**src/rtl/bcd_serial_add_ctrl_if.sv**
```systemverilog
// Operand/result bundle for the serial BCD adder sequencer.
// master drives the operands and start, slave returns the result.
interface bcd_serial_add_ctrl_if #(
    parameter int DIGITS = 4
);
    logic                  start;
    logic [4*DIGITS-1:0]   a;
    logic [4*DIGITS-1:0]   b;
    logic                  cin;
    logic [4*DIGITS-1:0]   sum;
    logic                  cout;
    logic                  busy;
    logic                  done;
    logic                  err;

    modport master (
        output start, a, b, cin,
        input  sum, cout, busy, done, err
    );

    modport slave (
        input  start, a, b, cin,
        output sum, cout, busy, done, err
    );
endinterface

```
**src/rtl/bcd_serial_add_ctrl.sv**
```systemverilog
// Multi-digit packed-BCD adder that reuses one digit stage,
// stepping least-significant digit first, one digit per clock.
module bcd_serial_add_ctrl #(
    parameter int DIGITS = 4
) (
    input  logic                     clk,
    input  logic                     rst_n,
    bcd_serial_add_ctrl_if.slave     bus
);
    localparam int W  = 4 * DIGITS;
    localparam int CW = (DIGITS > 1) ? $clog2(DIGITS) : 1;
    localparam logic [CW-1:0] LAST = CW'(DIGITS - 1);

    typedef enum logic [1:0] {
        S_IDLE,
        S_ADD,
        S_DONE
    } state_e;

    state_e          state_q, state_d;
    logic [CW-1:0]   cnt_q, cnt_d;
    logic            carry_q, carry_d;
    logic [W-1:0]    a_q, a_d;
    logic [W-1:0]    b_q, b_d;
    logic [W-1:0]    sum_q, sum_d;
    logic            cout_q, cout_d;
    logic            err_q, err_d;
    logic            busy_q;
    logic            done_q;

    logic [3:0]      dig_a;
    logic [3:0]      dig_b;
    logic [4:0]      t;
    logic [4:0]      t_adj;
    logic [3:0]      dig_s;
    logic            dig_c;
    logic            bad_in;

    // Operand digit currently selected by the counter.
    always_comb begin
        dig_a = '0;
        dig_b = '0;
        for (int i = 0; i < DIGITS; i++) begin
            if (cnt_q == CW'(i)) begin
                dig_a = a_q[4*i +: 4];
                dig_b = b_q[4*i +: 4];
            end
        end
    end

    // Shared single-digit BCD stage.
    always_comb begin
        t     = {1'b0, dig_a} + {1'b0, dig_b} + {4'b0, carry_q};
        t_adj = t + 5'd6;
        dig_c = (t > 5'd9);
        dig_s = dig_c ? t_adj[3:0] : t[3:0];
    end

    always_comb begin
        bad_in = 1'b0;
        for (int i = 0; i < DIGITS; i++) begin
            if (bus.a[4*i +: 4] > 4'd9) bad_in = 1'b1;
            if (bus.b[4*i +: 4] > 4'd9) bad_in = 1'b1;
        end
    end

    always_comb begin
        state_d = state_q;
        cnt_d   = cnt_q;
        carry_d = carry_q;
        a_d     = a_q;
        b_d     = b_q;
        sum_d   = sum_q;
        cout_d  = cout_q;
        err_d   = err_q;
        unique case (state_q)
            S_IDLE: begin
                if (bus.start) begin
                    a_d     = bus.a;
                    b_d     = bus.b;
                    carry_d = bus.cin;
                    sum_d   = '0;
                    cout_d  = 1'b0;
                    cnt_d   = '0;
                    err_d   = bad_in;
                    state_d = S_ADD;
                end
            end
            S_ADD: begin
                for (int i = 0; i < DIGITS; i++) begin
                    if (cnt_q == CW'(i)) sum_d[4*i +: 4] = dig_s;
                end
                carry_d = dig_c;
                if (cnt_q == LAST) begin
                    cout_d  = dig_c;
                    state_d = S_DONE;
                end else begin
                    cnt_d = cnt_q + 1'b1;
                end
            end
            S_DONE: begin
                state_d = S_IDLE;
            end
            default: begin
                state_d = S_IDLE;
            end
        endcase
    end

    always_ff @(posedge clk or negedge rst_n) begin
        if (!rst_n) begin
            state_q <= S_IDLE;
            cnt_q   <= '0;
            carry_q <= 1'b0;
            a_q     <= '0;
            b_q     <= '0;
            sum_q   <= '0;
            cout_q  <= 1'b0;
            err_q   <= 1'b0;
            busy_q  <= 1'b0;
            done_q  <= 1'b0;
        end else begin
            state_q <= state_d;
            cnt_q   <= cnt_d;
            carry_q <= carry_d;
            a_q     <= a_d;
            b_q     <= b_d;
            sum_q   <= sum_d;
            cout_q  <= cout_d;
            err_q   <= err_d;
            busy_q  <= (state_d != S_IDLE);
            done_q  <= (state_d == S_DONE);
        end
    end

    assign bus.sum  = sum_q;
    assign bus.cout = cout_q;
    assign bus.busy = busy_q;
    assign bus.done = done_q;
    assign bus.err  = err_q;
endmodule

```
**src/flat_wrapper.sv**
```systemverilog
// flat-port wrapper written by rule: the top's interface ports become plain ports
module bcd_serial_add_ctrl_flat 
#(
    parameter int DIGITS = 4
)
  (clk, rst_n, bus_start, bus_a, bus_b, bus_cin, bus_sum, bus_cout, bus_busy, bus_done, bus_err);
  bcd_serial_add_ctrl_if #(.DIGITS(DIGITS)) bus_i ();
  input  logic clk;
  input  logic rst_n;
  input wire logic [$bits(bus_i.start)-1:0] bus_start;
  input wire logic [$bits(bus_i.a)-1:0] bus_a;
  input wire logic [$bits(bus_i.b)-1:0] bus_b;
  input wire logic [$bits(bus_i.cin)-1:0] bus_cin;
  output wire logic [$bits(bus_i.sum)-1:0] bus_sum;
  output wire logic [$bits(bus_i.cout)-1:0] bus_cout;
  output wire logic [$bits(bus_i.busy)-1:0] bus_busy;
  output wire logic [$bits(bus_i.done)-1:0] bus_done;
  output wire logic [$bits(bus_i.err)-1:0] bus_err;
  assign bus_i.start = bus_start;
  assign bus_i.a = bus_a;
  assign bus_i.b = bus_b;
  assign bus_i.cin = bus_cin;
  assign bus_sum = bus_i.sum;
  assign bus_cout = bus_i.cout;
  assign bus_busy = bus_i.busy;
  assign bus_done = bus_i.done;
  assign bus_err = bus_i.err;
  bcd_serial_add_ctrl #(.DIGITS(DIGITS)) u_core (.clk(clk), .rst_n(rst_n), .bus(bus_i));
endmodule
```
**config.mk**
```make
export PLATFORM = sky130hd
export DESIGN_NAME = bcd_serial_add_ctrl_flat
export DESIGN_NICKNAME = d
export VERILOG_FILES = /design/src/rtl/bcd_serial_add_ctrl_if.sv /design/src/rtl/bcd_serial_add_ctrl.sv /design/src/flat_wrapper.sv
export SDC_FILE = /design/constraint.sdc
export NUM_CORES = 1
export LEC_CHECK = 0
export ABC_AREA = 1
export CAP_MARGIN = 20
export CELL_PAD_IN_SITES_DETAIL_PLACEMENT = 0
export CELL_PAD_IN_SITES_GLOBAL_PLACEMENT = 1
export CORE_ASPECT_RATIO = 0.7
export CORE_UTILIZATION = 41
export CTS_CLUSTER_SIZE = 12
export DETAILED_ROUTE_END_ITERATION = 10
export PLACE_DENSITY_LB_ADDON = 0.1
export SLEW_MARGIN = 30
export SYNTH_ARGS = -nofsm -noshare
export SYNTH_HDL_FRONTEND = slang
export SYNTH_SLANG_ARGS = --single-unit
```
**constraint.sdc**
```tcl
create_clock -name clk -period 8.6 [get_ports clk]
set_clock_uncertainty 0.05 [all_clocks]
set_input_delay 1.72 -clock clk [delete_from_list [all_inputs] [get_ports clk]]
set_output_delay 1.72 -clock clk [all_outputs]
set_load 0.05 [all_outputs]
```
# Word level (Yosys, flattened, before mapping)
# Cells that the tools add are included.
# word_totals
regBits	57
latchBits	0
mem_bits_rw	0
romBits	0
memories	0
# classes
n_lt_le_gt_ge	9
shift	0
div_mod_pow	0
bitwise	0
n_eq_ne	11
mul	0
n_reduce_logical	11
mux	34
n_addsub	4
# op_table
operator	count
$mux 4	13
$gt 4x4->1 const B	8
$pmux 16 s2	1
$mux 16	1
$reduce_and 3->1	5
$mux 1	11
$mux 2	4
$ne 2x1->1 const B	4
$pmux 2 s2	2
$eq 2x2->1 const B	3
$add 4x4->5	1
$add 5x1->5	1
$gt 5x4->1 const B	1
$add 4x3->4 const B	1
$eq 2x1->1 const B	2
$logic_not 2->1	2
$ne 2x2->1 const B	2
$pmux 1 s2	2
$reduce_and 2->1	2
$reduce_bool 2->1	2
$add 2x1->2 const B	1

# Longest topological paths before layout
# Gate-level depths: netlist of the first run.
# logic_depth
depth_word	11
mapped_depth	20
ltp_nobuf	19

# Worst setup path after synthesis of the first run
# Ideal clock, no wire load.
# synth_timing
path_kind	register to register
startpoint	register u_core.cnt_q[1]
endpoint	register u_core.sum_q[11] (netlist: u_core.bus.sum[11])
n_path_buf	1
synth_period_minus_slack_ps	3232
stages_incl_launch_ff	20
path_slack_ps	5368
setup_time_ps	118
arrival_ps	3065
path_cell_list	dfrtp_1 inv_1 ha_1 inv_1 buf_2 nor2_1 o31ai_1 o21ai_0 fa_1 fa_1 nand2_1 nand2_1 ha_1 nand2_1 a21boi_1 nand2_2 nand2_4 nand3_2 nand3_1 nand2_1
# synth_via
elab_chain_len	11
elab_cells_between_ends	21
# synth_rtl
item	line	text
from (decl)	bcd_serial_add_ctrl.sv:21	logic [CW-1:0] cnt_q, cnt_d;
from (signal assigned)	bcd_serial_add_ctrl.sv:124	cnt_q <= cnt_d;
$logic_not 2->1	bcd_serial_add_ctrl.sv:44	if (cnt_q == CW'(i)) begin
$mux 4 (4 in series)	bcd_serial_add_ctrl.sv:44	
$add 4x4->5	bcd_serial_add_ctrl.sv:53	t = {1'b0, dig_a} + {1'b0, dig_b} + {4'b0, carry_q};
$add 5x1->5	bcd_serial_add_ctrl.sv:53	
$add 4x3->4 or $gt 5x4->1 (tied branches)	bcd_serial_add_ctrl.sv:54, bcd_serial_add_ctrl.sv:55	
$mux 4	bcd_serial_add_ctrl.sv:56	dig_s = dig_c ? t_adj[3:0] : t[3:0];
$mux 4	bcd_serial_add_ctrl.sv:91	if (cnt_q == CW'(i)) sum_d[4*i +: 4] = dig_s;
$pmux 16 s2	bcd_serial_add_ctrl.sv:76	unique case (state_q)
to (signal assigned)	bcd_serial_add_ctrl.sv:128	sum_q <= sum_d;
to (decl)	bcd_serial_add_ctrl.sv:25	logic [W-1:0] sum_q, sum_d;
# Several ways; a longest one is shown, not always the timed one. The select of a mux whose other input is x is not followed.
# A chain may end at the register's enable or synchronous reset.

# Final worst setup path of the first run
# layout_timing
startpoint	register u_core.cnt_q[1]
endpoint	register u_core.sum_q[2] (netlist: u_core.bus.sum[2])
# layout_via
elab_chain_len	11
elab_cells_between_ends	21
# layout_rtl
item	line
$logic_not 2->1	bcd_serial_add_ctrl.sv:44, bcd_serial_add_ctrl.sv:91
$mux 4 (4 in series)	bcd_serial_add_ctrl.sv:44
$add 4x4->5	bcd_serial_add_ctrl.sv:53
$add 5x1->5	bcd_serial_add_ctrl.sv:53
$add 4x3->4 or $gt 5x4->1 (tied branches)	bcd_serial_add_ctrl.sv:54, bcd_serial_add_ctrl.sv:55
$mux 4	bcd_serial_add_ctrl.sv:56
$mux 4	bcd_serial_add_ctrl.sv:91
$pmux 16 s2	bcd_serial_add_ctrl.sv:76
# Several ways; a longest one is shown, not always the timed one. The select of a mux whose other input is x is not followed.

==> results.sh, run 1 <==
export IMPL_status="finished, final reports clean"
export IMPL_cts_sinks=57
export IMPL_fin_nets=448
export IMPL_h_tree_depth=3
export IMPL_hold_path_class="reg -> reg"
export IMPL_endpoint_kind="flop"
export IMPL_postCtsSetupRepairBufs=0
export IMPL_synth_edf_count=0
export IMPL_grt_antenna_before_repair=0
export IMPL_fp_coreArea_um2=6426
export IMPL_clk_latency_ps=330
export IMPL_die_w_um=100.9
export IMPL_diodes=0
export IMPL_fin_crit_sh_pct=43.42
export IMPL_cpPeakStageDelay_ps=430
export IMPL_grt_overflow=0
export IMPL_drv_slew=0
export IMPL_cp_max_fo=12
export IMPL_netlist_area_um2=2809
export IMPL_wl_mm=7.301
export IMPL_fin_tns_setup_ps=0
export IMPL_hold_viol=0
export IMPL_grt_pass1_vias=2301
export IMPL_yosysWarnings=0
export IMPL_grt_use_met1_pct=36.07
export IMPL_busiest_layer="met1"
export IMPL_vias=2422
export IMPL_postLayoutCellArea_um2=3576
export IMPL_cts_tree="done"
export IMPL_cts_resized=0
export IMPL_via_per_inst=4.883
export IMPL_place_hpwl_mm=5.225
export IMPL_cts_buffer_depth=2
export IMPL_fillers=649
export IMPL_synth_seq_cells=57
export IMPL_grt_max_degree=58
export IMPL_die_area_um2=7191
export IMPL_maxCapViolCount=0
export IMPL_gp_congestion=0.8102
export IMPL_rsz0062_at_grt="no"
export IMPL_synthFlopType="dfrtp_1"
export IMPL_synth_top_area_share_pct=50.78
export IMPL_syn_num_nets=392
export IMPL_synth_area_leaders="dfrtp_1 (51%), nand2_1 (19%), o21ai_0 (4.1%), ha_1 (3.6%), inv_1 (3.3%)"
export IMPL_max_freq_ghz=0.2678
export IMPL_startpoint_type="flop"
export IMPL_numCtsBuffers=9
export IMPL_required_ps=8770
export IMPL_avgSynthCellArea_um2=8.118
export IMPL_gr_usage_met2_pct=29.15
export IMPL_slew_headroom_pct=51.16
export IMPL_fin_crit_ps=3734
export IMPL_path_class="reg -> reg"
export IMPL_syn_inst=346
export IMPL_remaining_drc_errors=0
export IMPL_ant_nets=0
export IMPL_finalSetupViolations=0
export IMPL_root_buffer="clkbuf_8"
export IMPL_tightest_slew_ps=732.7
export IMPL_clkTransAtPathRegs_ps=60
export IMPL_io_pins=56
export IMPL_syn2layout_area_growth_pct=27.31
export IMPL_drt_iter0_drc=141
export IMPL_place_area_um2=3427
export IMPL_yosysSeqAreaShare_pct=50.78
export IMPL_synth_common_cells="nand2_1 (140), dfrtp_1 (57), inv_1 (25), o21ai_0 (23), a21oi_1 (14)"
export IMPL_synth_top_area_cell="dfrtp_1"
export IMPL_wl_per_cell_um=14.72
export IMPL_path_cells="inv_1 > ha_1 > inv_1 > nor2_1 > o311ai_0 > o21ai_0 > fa_1 > fa_1 > inv_1 > nand2_1 > nand2_1 > ha_1 > nand2_1 > a21boi_1 > nand2_2 > nand3_1 > nand4_1 > nand2_1"
export IMPL_dr_pass1_iters=4
export IMPL_layout_drive_gt1_share_pct=8.395
export IMPL_synth_most_common_cell="nand2_1"
export IMPL_crit_slowest_cell="fa_1"
export IMPL_synthDistinctLibCells=28
export IMPL_grt_first_pass_wirelength_mm=11.96
export IMPL_ctsHoldBuffers=0
export IMPL_die_h_um=71.25
export IMPL_crit_top_cell="nand2_1"
export IMPL_grt_met3_usage_pct=6.341
export IMPL_num_rows=24
export IMPL_start_util_pct=43.71
export IMPL_cp_arrival_ps=3900
export IMPL_async_flop_share_pct=100.0
export IMPL_portBuffers=55
export IMPL_track_usage_pct=22.38
[metrics by stage]
step / cells / utilization, % / hold slack (ps) / setup WS, ps
3_5_place_dp: 482 / 53.33 / 415.1 / 4591
6_report: 496 / 55.65 / 429.7 / 4866
2_1_floorplan: 346 / - / 393.6 / 5368
4_1_cts: 496 / 55.65 / 432.0 / 4910
3_3_place_gp: 482 / 53.33 / 407.0 / 4597
5_1_grt: 496 / 55.65 / 456.3 / 4554
[layer usage]
layer | vias to the layer above | part of all wire, %
li1 | 1219 | -
met1 | 1119 | 55
met2 | 77 | 38
met3 | 7 | 6.4
met4 | 0 | 0.71
met5 | - | 0
[sequential cells by signal, summed over array words and instances (netlist names)]
signal	count
u_core.bus.cout	1
u_core.b_q	16
u_core.carry_q	1
u_core.a_q	16
u_core.bus.busy	1
u_core.state_q	2
u_core.cnt_q	2
u_core.bus.done	1
u_core.bus.sum	16
u_core.bus.err	1
[worst max-delay path, delay by kind of cell (launching register included)]
family | cells | cell delay (ps)
compound gates | 3 | 640
fa+ha+maj | 4 | 1270
buf+inv | 3 | 460
flops | 1 | 380
simple gates | 8 | 840
[logic make-up after synthesis]
family | Yosys count | synth area share (%)
compound gates | 56 | 11.72
fa+ha+maj | 10 | 4.989
buf+inv | 41 | 5.746
flops | 57 | 50.78
simple gates | 182 | 26.77
[final cells by class]
cell class	instances	area, um2	area share, %
Inverter	30	112.6	3.149
Tap cell	91	113.9	3.184
Clock buffer	9	123.9	3.464
Multi-Input combinational cell	248	1221	34.15
Sequential cell	57	1426	39.89
Clock inverter	5	25.02	0.6998
Timing Repair Buffer	56	553.0	15.47
[cells in the final DEF, fill, tap and decap left out, types with 2 or more instances in the layout]
master           instances
a21oi_1                 14
nor2_2                   3
a22oi_1                  3
a21oi_2                  3
nor2_1                  11
clkbuf_8                 9
clkinv_2                 5
ha_1                     8
nand3_1                 13
nand4_1                  8
nand2_2                  4
dfrtp_1                 57
fa_1                     2
o21ai_1                  3
o211ai_1                 4
inv_2                    4
o21ai_2                  2
clkdlybuf4s50_1         54
o21ai_0                 23
inv_1                   25
nand2_1                140
[worst paths after layout]
path                                        startpoint                       endpoint  slack, ps  cells past startpoint
setup / recovery           u_core.cnt_q[1]$_DFFE_PN0P_  u_core.bus.sum[2]$_DFFE_PN0P_       4870                     18
hold / removal              u_core.a_q[12]$_DFFE_PN0P_     u_core.a_q[12]$_DFFE_PN0P_        430                      2
min in group asynchronous                        rst_n      u_core.a_q[0]$_DFFE_PN0P_       1470                      2
max in group asynchronous                        rst_n    u_core.cnt_q[0]$_DFFE_PN0P_       6520                      2
hold reg to reg             u_core.a_q[12]$_DFFE_PN0P_     u_core.a_q[12]$_DFFE_PN0P_        430                      2
setup reg to reg           u_core.cnt_q[1]$_DFFE_PN0P_  u_core.bus.sum[2]$_DFFE_PN0P_       4870                     18
Power of run 1 is not shown: default switching activity piles up to over one toggle a cycle in this logic, so the estimate is an artifact.
==> run 2: changes to the inputs <==
CORE_UTILIZATION = 38   (was 41)
clock period = 3.75 ns   (was 8.6 ns; I/O delays follow)
==> run 2 against run 1 <==
Global-route usage fell by 0.55 points. Sequential share of layout area is 1.8 points lower. Setup slack lost 4500 ps. Critical path depth unchanged. Count of clock-buffer cells in the layout up 3. First-iteration DRC count shrank 22%. Die area grew 7.7%. Critical path type unchanged. Critical endpoint is now u_core.bus.sum[15]$_DFFE_PN0P_.
==> results.sh, run 2 (synthesis results as in run 1) <==
export IMPL_via_per_inst=4.891
export IMPL_grt_pass1_vias=2434
export IMPL_endpoint_kind="flop"
export IMPL_drv_slew=0
export IMPL_layout_commonest_cell="nand2_1"
export IMPL_cp_num_cells=18
export IMPL_cts_sinks=57
export IMPL_fp_coreArea_um2=6944
export IMPL_cpPeakStageDelay_ps=450
export IMPL_whs_ps=412.6
export IMPL_max_freq_ghz=0.2922
export IMPL_path_class="reg -> reg"
export IMPL_tightest_slew_ps=730.4
export IMPL_fin_nets=453
export IMPL_num_rows=25
export IMPL_vias=2475
export IMPL_fin_tns_setup_ps=0
export IMPL_crit_slowest_cell="fa_1"
export IMPL_cp_arrival_ps=3610
export IMPL_hold_viol=0
export IMPL_cp_max_fo=6
export IMPL_rsz0062_at_grt="no"
export IMPL_crit_top_cell="nand2_1"
export IMPL_grt_antenna_before_repair=0
export IMPL_numCtsBuffers=9
export IMPL_grt_first_pass_wirelength_mm=12.57
export IMPL_diodes=0
export IMPL_rrSetupSlack_ps=330
export IMPL_track_usage_pct=21.83
export IMPL_wl_mm=7.517
export IMPL_slew_headroom_pct=51.31
export IMPL_root_buffer="clkbuf_8"
export IMPL_clkTransAtPathRegs_ps=70
export IMPL_maxCapViolCount=0
export IMPL_portBuffers=55
export IMPL_rr_endpoint="u_core.bus.sum[15]$_DFFE_PN0P_"
export IMPL_h_tree_depth=3
export IMPL_clk_latency_ps=350
export IMPL_cts_tree="done"
export IMPL_remaining_drc_errors=0
export IMPL_path_delay_family="adder cells"
export IMPL_die_h_um=73.94
export IMPL_path_cells="inv_1 > ha_1 > inv_2 > nor2_1 > o31ai_1 > o21ai_1 > fa_1 > fa_1 > nand2_1 > nand2_1 > ha_1 > nand2_1 > a21boi_1 > nand2_2 > nand2_4 > nand3_2 > nand3_1 > nand2_1"
export IMPL_grt_max_degree=37
export IMPL_drt_iter0_drc=110
export IMPL_rr_worst_depth=18
export IMPL_die_area_um2=7745
export IMPL_layout_drive_gt1_share_pct=10.68
export IMPL_die_w_um=104.8
export IMPL_gp_congestion=0.8030
export IMPL_grt_overflow=0
export IMPL_syn2layout_area_growth_pct=33.18
export IMPL_finalSetupViolations=0
export IMPL_place_hpwl_mm=5.476
export IMPL_io_pins=56
export IMPL_wl_per_cell_um=14.86
export IMPL_rr_startpoint="u_core.cnt_q[1]$_DFFE_PN0P_"
export IMPL_mostFrequentLayoutCells="nand2_1 (140), dfrtp_1 (57), clkdlybuf4s50_1 (54)"
export IMPL_start_util_pct=40.45
export IMPL_fin_crit_sh_pct=91.27
export IMPL_startpoint_type="flop"
export IMPL_status="finished, final reports clean"
export IMPL_path_buf_inv=2
export IMPL_dr_pass1_iters=4
export IMPL_required_ps=3930
export IMPL_fin_crit_ps=3422
export IMPL_hold_path_class="in -> async"
export IMPL_ctsHoldBuffers=0
export IMPL_cts_buffer_depth=2
export IMPL_ant_nets=0
[run 2: metrics by stage]
stage / cell area, um2 / cells / setup slack [ps] / utilization (%)
CTS: 3731 / 506 / 168.2 / 53.73
detailed placement: 3468 / 490 / 196.8 / 49.95
global placement: 3468 / 490 / 345.2 / 49.95
finish: 3741 / 506 / 327.5 / 53.87
floorplan: 2809 / 346 / 517.6 / -
global route: 3741 / 506 / 3.233 / 53.87
[run 2: how the worst max path moves through the flow]
stage | from | endpoint | slack (ps)
2_1_floorplan | u_core.cnt_q[1]$_DFFE_PN0P_ | u_core.bus.sum[11]$_DFFE_PN0P_ | 520
3_3_place_gp | u_core.cnt_q[1]$_DFFE_PN0P_ | u_core.bus.sum[7]$_DFFE_PN0P_ | 350
3_5_place_dp | u_core.cnt_q[1]$_DFFE_PN0P_ | u_core.bus.sum[15]$_DFFE_PN0P_ | 200
4_1_cts | u_core.cnt_q[1]$_DFFE_PN0P_ | u_core.bus.sum[15]$_DFFE_PN0P_ | 170
5_1_grt | u_core.cnt_q[1]$_DFFE_PN0P_ | u_core.bus.sum[15]$_DFFE_PN0P_ | 3
6_report | u_core.cnt_q[1]$_DFFE_PN0P_ | u_core.bus.sum[15]$_DFFE_PN0P_ | 330
[run 2: routing by layer]
| layer | track usage (%) | wire length, um | vias to the layer above |
|---|---|---|---|
| li1 | - | - | 1239 |
| met5 | 0 | 0 | - |
| met2 | 29.65 | 2969 | 58 |
| met4 | 7.042 | 27 | 0 |
| met3 | 6.047 | 373 | 2 |
| met1 | 33.39 | 4146 | 1176 |
[run 2: layout make-up]
cell class              count  area [um2]
clock buffers              12       165.2
clock inverters             4       97.59
fillers                   690        3203
inverters                  30       112.6
multi-input cells         248        1231
flip-flops and latches     57        1426
well taps                  94       117.6
repair buffers             61       590.6
[run 2: timing repair]
action | 4_1_cts | 5_1_grt
setup buffers | 0 | 0
endpoints found under the setup margin | 0 | 14
gates resized for setup | 0 | 6
Power of run 2 is left out for the same reason.
